[src/rtl/fractal_pkg.sv]
// Shared types and default raster geometry for the fractal pixel writer
// and the address translation unit.
package fractal_pkg;

  localparam int DEF_H_RES   = 640;
  localparam int DEF_V_RES   = 480;
  localparam int DEF_COORD_W = 10;
  localparam int DEF_ESC_W   = 16;
  localparam int DEF_PIX_W   = 4;

  typedef enum logic [1:0] {
    IDLE  = 2'd0,
    REQ   = 2'd1,
    WRITE = 2'd2,
    DONE  = 2'd3
  } writer_state_t;

endpackage

[src/rtl/fractal_pixel_writer_raster_counter.sv]
// Raster x/y counter: x runs 0..H_RES-1, then wraps to 0 and advances y.
// last_o marks the final pixel (H_RES-1, V_RES-1); inc is ignored there.
module raster_counter
  import fractal_pkg::*;
#(
  parameter int H_RES   = DEF_H_RES,
  parameter int V_RES   = DEF_V_RES,
  parameter int COORD_W = DEF_COORD_W
) (
  input  logic               clk_i,
  input  logic               reset_i,
  input  logic               clr_i,
  input  logic               inc_i,
  output logic [COORD_W-1:0] x_o,
  output logic [COORD_W-1:0] y_o,
  output logic               last_o
);

  localparam logic [COORD_W-1:0] X_MAX = COORD_W'(H_RES - 1);
  localparam logic [COORD_W-1:0] Y_MAX = COORD_W'(V_RES - 1);

  logic [COORD_W-1:0] x_q, x_d;
  logic [COORD_W-1:0] y_q, y_d;
  logic               last;

  assign last = (x_q == X_MAX) && (y_q == Y_MAX);

  always_comb begin
    x_d = x_q;
    y_d = y_q;
    if (clr_i) begin
      x_d = '0;
      y_d = '0;
    end else if (inc_i && !last) begin
      if (x_q != X_MAX) begin
        x_d = x_q + 1'b1;
      end else begin
        x_d = '0;
        y_d = y_q + 1'b1;
      end
    end
  end

  always_ff @(posedge clk_i) begin
    if (reset_i) begin
      x_q <= '0;
      y_q <= '0;
    end else begin
      x_q <= x_d;
      y_q <= y_d;
    end
  end

  assign x_o    = x_q;
  assign y_o    = y_q;
  assign last_o = last;

endmodule

[src/rtl/fractal_pixel_writer.sv]
// Sweeps the raster, fetches one escape value per pixel from the engine and
// writes it to the pixel buffer. PIXEL_WRITER_CLAMP_EN selects saturation over truncation.
module fractal_pixel_writer
  import fractal_pkg::*;
#(
  parameter int H_RES   = DEF_H_RES,
  parameter int V_RES   = DEF_V_RES,
  parameter int COORD_W = DEF_COORD_W,
  parameter int ESC_W   = DEF_ESC_W,
  parameter int PIX_W   = DEF_PIX_W
) (
  input  logic               clk,
  input  logic               reset,
  input  logic               clear,
  input  logic               start_frame,
  output logic               eng_req,
  output logic [COORD_W-1:0] eng_x,
  output logic [COORD_W-1:0] eng_y,
  input  logic               eng_ack,
  input  logic [ESC_W-1:0]   eng_escape,
  output logic               wr_en,
  output logic [COORD_W-1:0] wr_x,
  output logic [COORD_W-1:0] wr_y,
  output logic [PIX_W-1:0]   wr_data,
  input  logic               wr_ready,
  output logic               busy,
  output logic               frame_done
);

  // state | meaning: IDLE wait start | REQ eng_req up | WRITE wr_en up | DONE frame_done pulse
  writer_state_t      state_q, state_d;
  logic [PIX_W-1:0]   data_q, data_d;
  logic [COORD_W-1:0] x, y;
  logic               last, accept, cnt_clr;

  function automatic logic [PIX_W-1:0] to_pixel(input logic [ESC_W-1:0] esc);
`ifdef PIXEL_WRITER_CLAMP_EN
    localparam logic [ESC_W-1:0] PIX_MAX = ESC_W'((1 << PIX_W) - 1);
    if (esc > PIX_MAX) return '1;
    return PIX_W'(esc);
`else
    return PIX_W'(esc);
`endif
  endfunction

  assign accept  = (state_q == WRITE) && wr_ready;
  assign cnt_clr = clear || ((state_q == IDLE) && start_frame) || (accept && last);

  raster_counter #(
    .H_RES  (H_RES),
    .V_RES  (V_RES),
    .COORD_W(COORD_W)
  ) u_raster (
    .clk_i  (clk),
    .reset_i(reset),
    .clr_i  (cnt_clr),
    .inc_i  (accept),
    .x_o    (x),
    .y_o    (y),
    .last_o (last)
  );

  always_ff @(posedge clk) begin
    if (reset) begin
      state_q <= IDLE;
      data_q  <= '0;
    end else begin
      state_q <= state_d;
      data_q  <= data_d;
    end
  end

  always_comb begin
    state_d = state_q;
    case (state_q)
      IDLE:    if (start_frame) state_d = REQ;
      REQ:     if (eng_ack) state_d = WRITE;
      WRITE:   if (wr_ready) state_d = last ? DONE : REQ;
      DONE:    state_d = IDLE;
      default: state_d = IDLE;
    endcase
    if (clear) state_d = IDLE;
  end

  always_comb begin
    data_d = data_q;
    if (clear) data_d = '0;
    else if ((state_q == REQ) && eng_ack) data_d = to_pixel(eng_escape);
  end

  always_comb begin
    eng_req    = 1'b0;
    wr_en      = 1'b0;
    frame_done = 1'b0;
    busy       = 1'b1;
    case (state_q)
      IDLE:    busy = 1'b0;
      REQ:     eng_req = 1'b1;
      WRITE:   wr_en = 1'b1;
      DONE:    frame_done = 1'b1;
      default: busy = 1'b0;
    endcase
  end

  assign eng_x   = x;
  assign eng_y   = y;
  assign wr_x    = x;
  assign wr_y    = y;
  assign wr_data = data_q;

endmodule

[config.mk]
export PLATFORM = sky130hd
export DESIGN_NAME = fractal_pixel_writer
export DESIGN_NICKNAME = d
export VERILOG_FILES = /design/src/rtl/fractal_pkg.sv /design/src/rtl/fractal_pixel_writer_raster_counter.sv /design/src/rtl/fractal_pixel_writer.sv
export SDC_FILE = /design/constraint.sdc
export NUM_CORES = 1
export LEC_CHECK = 0
export BUFFER_PORTS_ARGS = -buffer_cell sky130_fd_sc_hd__buf_2
export CELL_PAD_IN_SITES_DETAIL_PLACEMENT = 1
export CELL_PAD_IN_SITES_GLOBAL_PLACEMENT = 2
export CORE_MARGIN = 2
export CORE_UTILIZATION = 25
export DETAILED_ROUTE_END_ITERATION = 8
export GPL_ROUTABILITY_DRIVEN = 0
export PLACE_DENSITY_LB_ADDON = 0.1
export SYNTH_ARGS = -nofsm -noshare
export SYNTH_HDL_FRONTEND = slang
export SYNTH_SLANG_ARGS = --single-unit
[constraint.sdc]
create_clock -name clk -period 2.25 [get_ports clk]
set_input_delay 0.1125 -clock clk [delete_from_list [all_inputs] [get_ports clk]]
set_output_delay 0.1125 -clock clk [all_outputs]
set_load 0.005 [all_outputs]
# --- Word level (Yosys, flattened, before mapping) ---
# Cells that the tools add are included.
op_classes:
  addsub: 2
  eq_ne: 9
  n_mux: 10
  n_bitwise: 1
  reduce_logical: 14
op_table:
  columns: ["op", "count"]
  rows:
  - ["adder 10 x 1 -> 10 bit (second input constant)", 2]
  - ["equality test 10 bit (second input constant)", 1]
  - ["equality test 10 x 9 -> 1 bit (second input constant)", 1]
  - ["two-way mux 10 bit", 1]
  - ["!= test 10 bit (second input constant)", 1]
  - ["two-way mux 2 bit", 4]
  - ["one-hot mux 2 bit (4 select lines)", 1]
  - ["logical AND 1 bit", 6]
  - ["!= test 2 bit (second input constant)", 3]
  - ["equality test 2 bit (second input constant)", 2]
  - ["two-way mux 1 bit", 4]
  - ["OR reduction 2 bit", 2]
  - ["AND reduction 3 bit", 1]
  - ["equality test 2 x 1 -> 1 bit (second input constant)", 1]
  - ["zero test 2 bit", 1]
  - ["logical OR 1 bit", 2]
  - ["AND reduction 2 bit", 1]
  - ["zero test 1 bit", 1]
  - ["inverter 1 bit", 1]
word_totals:
  reg_bits: 26
  output_inout_bits: 48

# --- Depth between registers and ports, before layout ---
depth:
  depth_word: 5
  depth_mapped: 6

# --- By module ---
# From an unflattened synthesis, not the netlist that was laid out.
hier_totals:
  hier_cells: 187
  area_unflattened_um2: 1611.5
by_module_without_submodules:
  columns: ["mod", "n_inst", "cells_per_inst", "area_per_inst_um2", "seq_area_each_um2"]
  rows:
  - ["raster_counter", 1, 135, 1171.1, 400.4]
  - ["fractal_pixel_writer", 1, 52, 440.4, 120.1]

# --- Worst setup path before layout ---
# Ideal clock, no wire load.
synth_path:
  path_kind: "register -> register"
  from: "register u_raster.x_q[0] (netlist: u_raster.x_o[0])"
  to: "register u_raster.y_q[2] (netlist: u_raster.y_o[2])"
  arrival_time_ps: 1640
  path_slack_ps: 478
  path_stages_with_launch: 7
  n_path_buf: 1
  period_less_slack_ps: 1772
  path_cell_list: "dfxtp_1 -> ha_1 -> nand2_1 -> or4_4 -> buf_2 -> o21ai_0 -> a21oi_1"
synth_between:
  elab_chain_len: 5
synth_lines:
  columns: ["element", "line_no", "text"]
  rows:
  - ["from (decl)", "fractal_pixel_writer_raster_counter.sv:22", "logic [COORD_W-1:0] x_q, x_d;"]
  - ["from (signal assigned)", "fractal_pixel_writer_raster_counter.sv:46", "x_q <= '0;"]
  - ["from (signal assigned)", "fractal_pixel_writer_raster_counter.sv:49", "x_q <= x_d;"]
  - ["equality test 10 bit", "fractal_pixel_writer_raster_counter.sv:26", "assign last = (x_q == X_MAX) && (y_q == Y_MAX);"]
  - ["logical AND 1 bit", "fractal_pixel_writer_raster_counter.sv:26", null]
  - ["zero test 1 bit / logical AND 1 bit (equally long branches)", "fractal_pixel_writer_raster_counter.sv:34, fractal_pixel_writer.sv:47", null]
  - ["logical AND 1 bit / logical OR 1 bit (equally long branches)", "fractal_pixel_writer_raster_counter.sv:34, fractal_pixel_writer.sv:47", null]
  - ["AND reduction 2 bit (no source line) / OR reduction 2 bit (equally long branches)", null, null]
  - ["to (signal assigned)", "fractal_pixel_writer_raster_counter.sv:50", "y_q <= y_d;"]
  - ["to (decl)", "fractal_pixel_writer_raster_counter.sv:23", "logic [COORD_W-1:0] y_q, y_d;"]
# Parallel ways exist; a longest one is shown, timed or not.
# A chain may end at the register's enable or synchronous reset.

# --- Final worst setup path ---
layout_path:
  from: "register u_raster.x_q[0] (netlist: u_raster.x_o[0])"
  to: "register u_raster.y_q[7] (netlist: u_raster.y_o[7])"
# Same word-level chain as after synthesis.

==> metrics.txt <==
# TYPE chip_impl_metric gauge
chip_impl_metric{name="holdPathStages",unit=""} 2
chip_impl_metric{name="cp_data_arrival_time",unit="ps"} 2290
chip_impl_metric{name="setup_viol_count_final",unit=""} 0
chip_impl_metric{name="cts.repair.resized",unit=""} 0
chip_impl_metric{name="cts-root-to-sink-buffers",unit=""} 2
chip_impl_metric{name="finalClockSkew",unit="ps"} 2.45
chip_impl_metric{name="holdBufCountCts",unit=""} 0
chip_impl_metric{name="initial_antenna_violation_count",unit=""} 0
chip_impl_metric{name="chipHeight",unit="um"} 81.8
chip_impl_metric{name="overflow_left_after_global_routing",unit=""} 0
chip_impl_metric{name="total_number_of_yosys_warnings",unit=""} 0
chip_impl_metric{name="die_area",unit="um2"} 6690
chip_impl_info{name="criticalPathCategory",value="reg -> reg"} 1
chip_impl_metric{name="power.density",unit="nW/um2"} 448
chip_impl_info{name="hold_path_class",value="in -> reg"} 1
chip_impl_metric{name="regToRegSetupSlack",unit="ps"} 180
chip_impl_metric{name="post_synth_instance_area",unit="um2"} 1510
chip_impl_metric{name="synthCells",unit=""} 187
chip_impl_metric{name="cts_htree_levels",unit=""} 1
chip_impl_metric{name="route.final.wire_length",unit="um"} 4450
chip_impl_metric{name="r2r.worst_path.cells",unit=""} 5
chip_impl_info{name="clock_root_buffer",value="clkbuf_8"} 1
chip_impl_metric{name="min_period_over_period",unit="%"} 91.8
chip_impl_metric{name="number_of_drc_markers_after_the_initial_detailed_route_iteration",unit=""} 43
chip_impl_metric{name="clk-insertion-delay-late",unit="ps"} 280
chip_impl_metric{name="route.antenna.remaining_nets",unit=""} 0
chip_impl_metric{name="die_width",unit="um"} 81.8
chip_impl_metric{name="place.detailed.hpwl",unit="um"} 3360
chip_impl_info{name="synth.area.top_cells",value="dfxtp_1, buf_4, nand2_1"} 1
chip_impl_metric{name="initial_utilization",unit="%"} 25.7
chip_impl_metric{name="drive_above_1_share",unit="%"} 34.2
chip_impl_metric{name="synthesis.nets",unit=""} 211
chip_impl_metric{name="port_buffers",unit=""} 57
chip_impl_metric{name="core-area",unit="um2"} 5890
chip_impl_metric{name="timing.hold.ws",unit="ps"} 52.0
chip_impl_metric{name="max-slew-margin-rel",unit="%"} 37.2
chip_impl_metric{name="layout_filler_cell_count",unit=""} 741
chip_impl_metric{name="clock_sink_count",unit=""} 26
chip_impl_info{name="top_count_cell_post_synth",value="dfxtp_1"} 1
chip_impl_metric{name="final_max_slew_viol_count",unit=""} 0
chip_impl_info{name="status",value="finished, final reports clean"} 1
chip_impl_info{name="synth_top_cells_by_count",value="dfxtp_1, buf_4, nand2_1"} 1
chip_impl_metric{name="synth_seq_cells",unit=""} 26
chip_impl_metric{name="floorplan.io_pins",unit=""} 70
chip_impl_metric{name="synth.yosys.seq_area_share",unit="%"} 34.4
chip_impl_metric{name="global_route_wire_length_before_repair",unit="um"} 7180
chip_impl_info{name="r2r-end",value="u_raster.y_o[7]"} 1
chip_impl_metric{name="vias_in_the_first_global_route",unit=""} 1446
chip_impl_metric{name="final-hold-violation-count",unit=""} 0
chip_impl_metric{name="worst-path-max-fanout",unit=""} 13
chip_impl_info{name="min_to",value="state_q[1]"} 1
chip_impl_metric{name="timing.max_cap.violations",unit=""} 0
chip_impl_metric{name="wire_per_inst",unit="um"} 14.5
chip_impl_metric{name="std_cell_rows",unit=""} 28
chip_impl_metric{name="leakagePower",unit="uW"} 0.000823
chip_impl_metric{name="gr-usage-all-layers",unit="%"} 13.9
chip_impl_info{name="synth_top_flop_cell",value="dfxtp_1"} 1
chip_impl_metric{name="shortest_clock_period_the_worst_path_allows_after_layout",unit="ps"} 2070
chip_impl_metric{name="clk_pin_slew",unit="ps"} 100
chip_impl_metric{name="yosys.area.top_type_share",unit="%"} 34.4
chip_impl_metric{name="fin_nets",unit=""} 256
chip_impl_info{name="timing.hold.worst.start",value="wr_ready"} 1
chip_impl_metric{name="antenna_cells_inserted",unit=""} 0
chip_impl_metric{name="multiInputGateArea",unit="um2"} 805
chip_impl_metric{name="area.sequential",unit="um2"} 520
chip_impl_metric{name="dr.pass1.iters",unit=""} 4
chip_impl_metric{name="setup_total_negative_slack",unit="ps"} 0
chip_impl_metric{name="drcViolationCount",unit=""} 0
chip_impl_metric{name="maximum_number_of_pins_on_one_net_before_global_route_repair",unit=""} 16
chip_impl_info{name="tritoncts_clock_tree",value="done"} 1
chip_impl_info{name="start_kind",value="flip-flop"} 1
chip_impl_metric{name="layout-area-overhead-vs-synth",unit="%"} 22.1
chip_impl_metric{name="timing.fmax",unit="MHz"} 484
chip_impl_metric{name="worst_ir_drop_vdd",unit="mV"} 0.213
chip_impl_metric{name="synth-edff-count",unit=""} 0
chip_impl_metric{name="num_vias",unit=""} 1496
chip_impl_metric{name="asyncSetResetFlopFracSynth",unit="%"} 0
chip_impl_metric{name="synth.distinct_cells",unit=""} 44
chip_impl_metric{name="critPathRequiredTime",unit="ps"} 2480
chip_impl_info{name="synth_largest_area_cell",value="dfxtp_1"} 1
chip_impl_metric{name="viasPerCell",unit=""} 4.89
chip_impl_info{name="crit-reg2reg-launch",value="u_raster.x_o[0]"} 1
chip_impl_metric{name="tritoncts.num_buffers",unit=""} 3
chip_impl_metric{name="avgSynthCellArea",unit="um2"} 8.10
chip_impl_info{name="rsz0062_at_grt",value="false"} 1
chip_impl_metric{name="tightest_slew",unit="ps"} 938
chip_impl_info{name="worstSetupEndpointType",value="flip-flop"} 1
chip_impl_metric{name="cts_post_setup_buffers_inserted",unit=""} 0
## cell families (layout without fill, tap and decap cells)
group | count (synthesis) | in the layout | synth area share, %
xor gates and xnor gates | 4 | 4 | 2.31
DFF | 26 | 26 | 34.4
muxes | 5 | 5 | 3.31
buffers and inverters | 30 | 74 | 12.5
and+or+nand+nor | 93 | 93 | 34.5
adders and majority gates | 2 | 2 | 1.65
AOI/OAI and AO/OA | 27 | 27 | 11.4
## stage by stage
step	instance area, um2	total power (uW)	setup WS (ps)	util (%)	cells
3_5_place_dp	1790	516	206	30.5	302
5_1_grt	1850	875	37.0	31.4	306
2_1_floorplan	1510	496	478	-	187
6_report	1850	828	183	31.4	306
3_3_place_gp	1790	514	257	30.5	302
4_1_cts	1850	851	180	31.4	306
## layout make-up
| type | instances | share of cell area, % |
|---|---|---|
| timing repair buffer | 68 | 19.9 |
| clock buffer | 4 | 2.98 |
| inverter | 2 | 0.406 |
| sequential | 26 | 28.1 |
| tap | 75 | 5.07 |
| multi-input combinational | 131 | 43.5 |
## per-layer routing
metal	wire, um	track usage (%)	vias to the layer above	share of wire (%)
li1	-	-	740	-
met1	2170	18.6	721	49
met2	2070	22.9	33	47
met3	184	2.09	2	4.1
met4	23	4.00	0	0.52
met5	0	0	-	0
## state kept, by name, indices dropped and copies added, names as in the netlist
signal,flops
u_raster.x_o,10
state_q,2
u_raster.y_o,10
wr_data,4
## worst max-delay path: stages (launching register included)
cell and delay, ps:
dfxtp_1 430, ha_1 250, nand2_1 180, or4_4 660
nor3_1 280, o221a_2 220
## how the worst max path moves through the flow
stage	startpoint	to	slack (ps)	depth (start not counted)
2_1_floorplan	u_raster.x_o[0]	u_raster.y_o[2]	480	6
3_3_place_gp	u_raster.x_o[0]	u_raster.y_o[0]	260	5
6_report	u_raster.x_o[0]	u_raster.y_o[7]	180	5
3_5_place_dp	u_raster.x_o[0]	u_raster.y_o[7]	210	5
4_1_cts	u_raster.x_o[0]	u_raster.y_o[7]	180	5
5_1_grt	u_raster.x_o[0]	u_raster.y_o[2]	40	5
## placed cells by master (no fill, tap or decap), drive strengths merged, types with 4 or more instances in the layout
cell,Yosys,routed
buf,22,68
dfxtp,26,26
nand2,20,20
a21oi,14,14
nor2,11,11
nand3,11,11
nand4,10,10
or3,8,8
nor3,7,7
mux2i,5,5
and3,4,4
clkbuf,6,4
## where the power goes
part	switching (uW)	total (uW)	leakage, uW	internal (uW)
Clock	167	324	0.0000288	157
Sequential	1.98	463	0.000210	461
Combinational	24.1	40.5	0.000585	16.4
Total	193	828	0.000823	635
No activity file was read; power rests on OpenSTA's default activity.
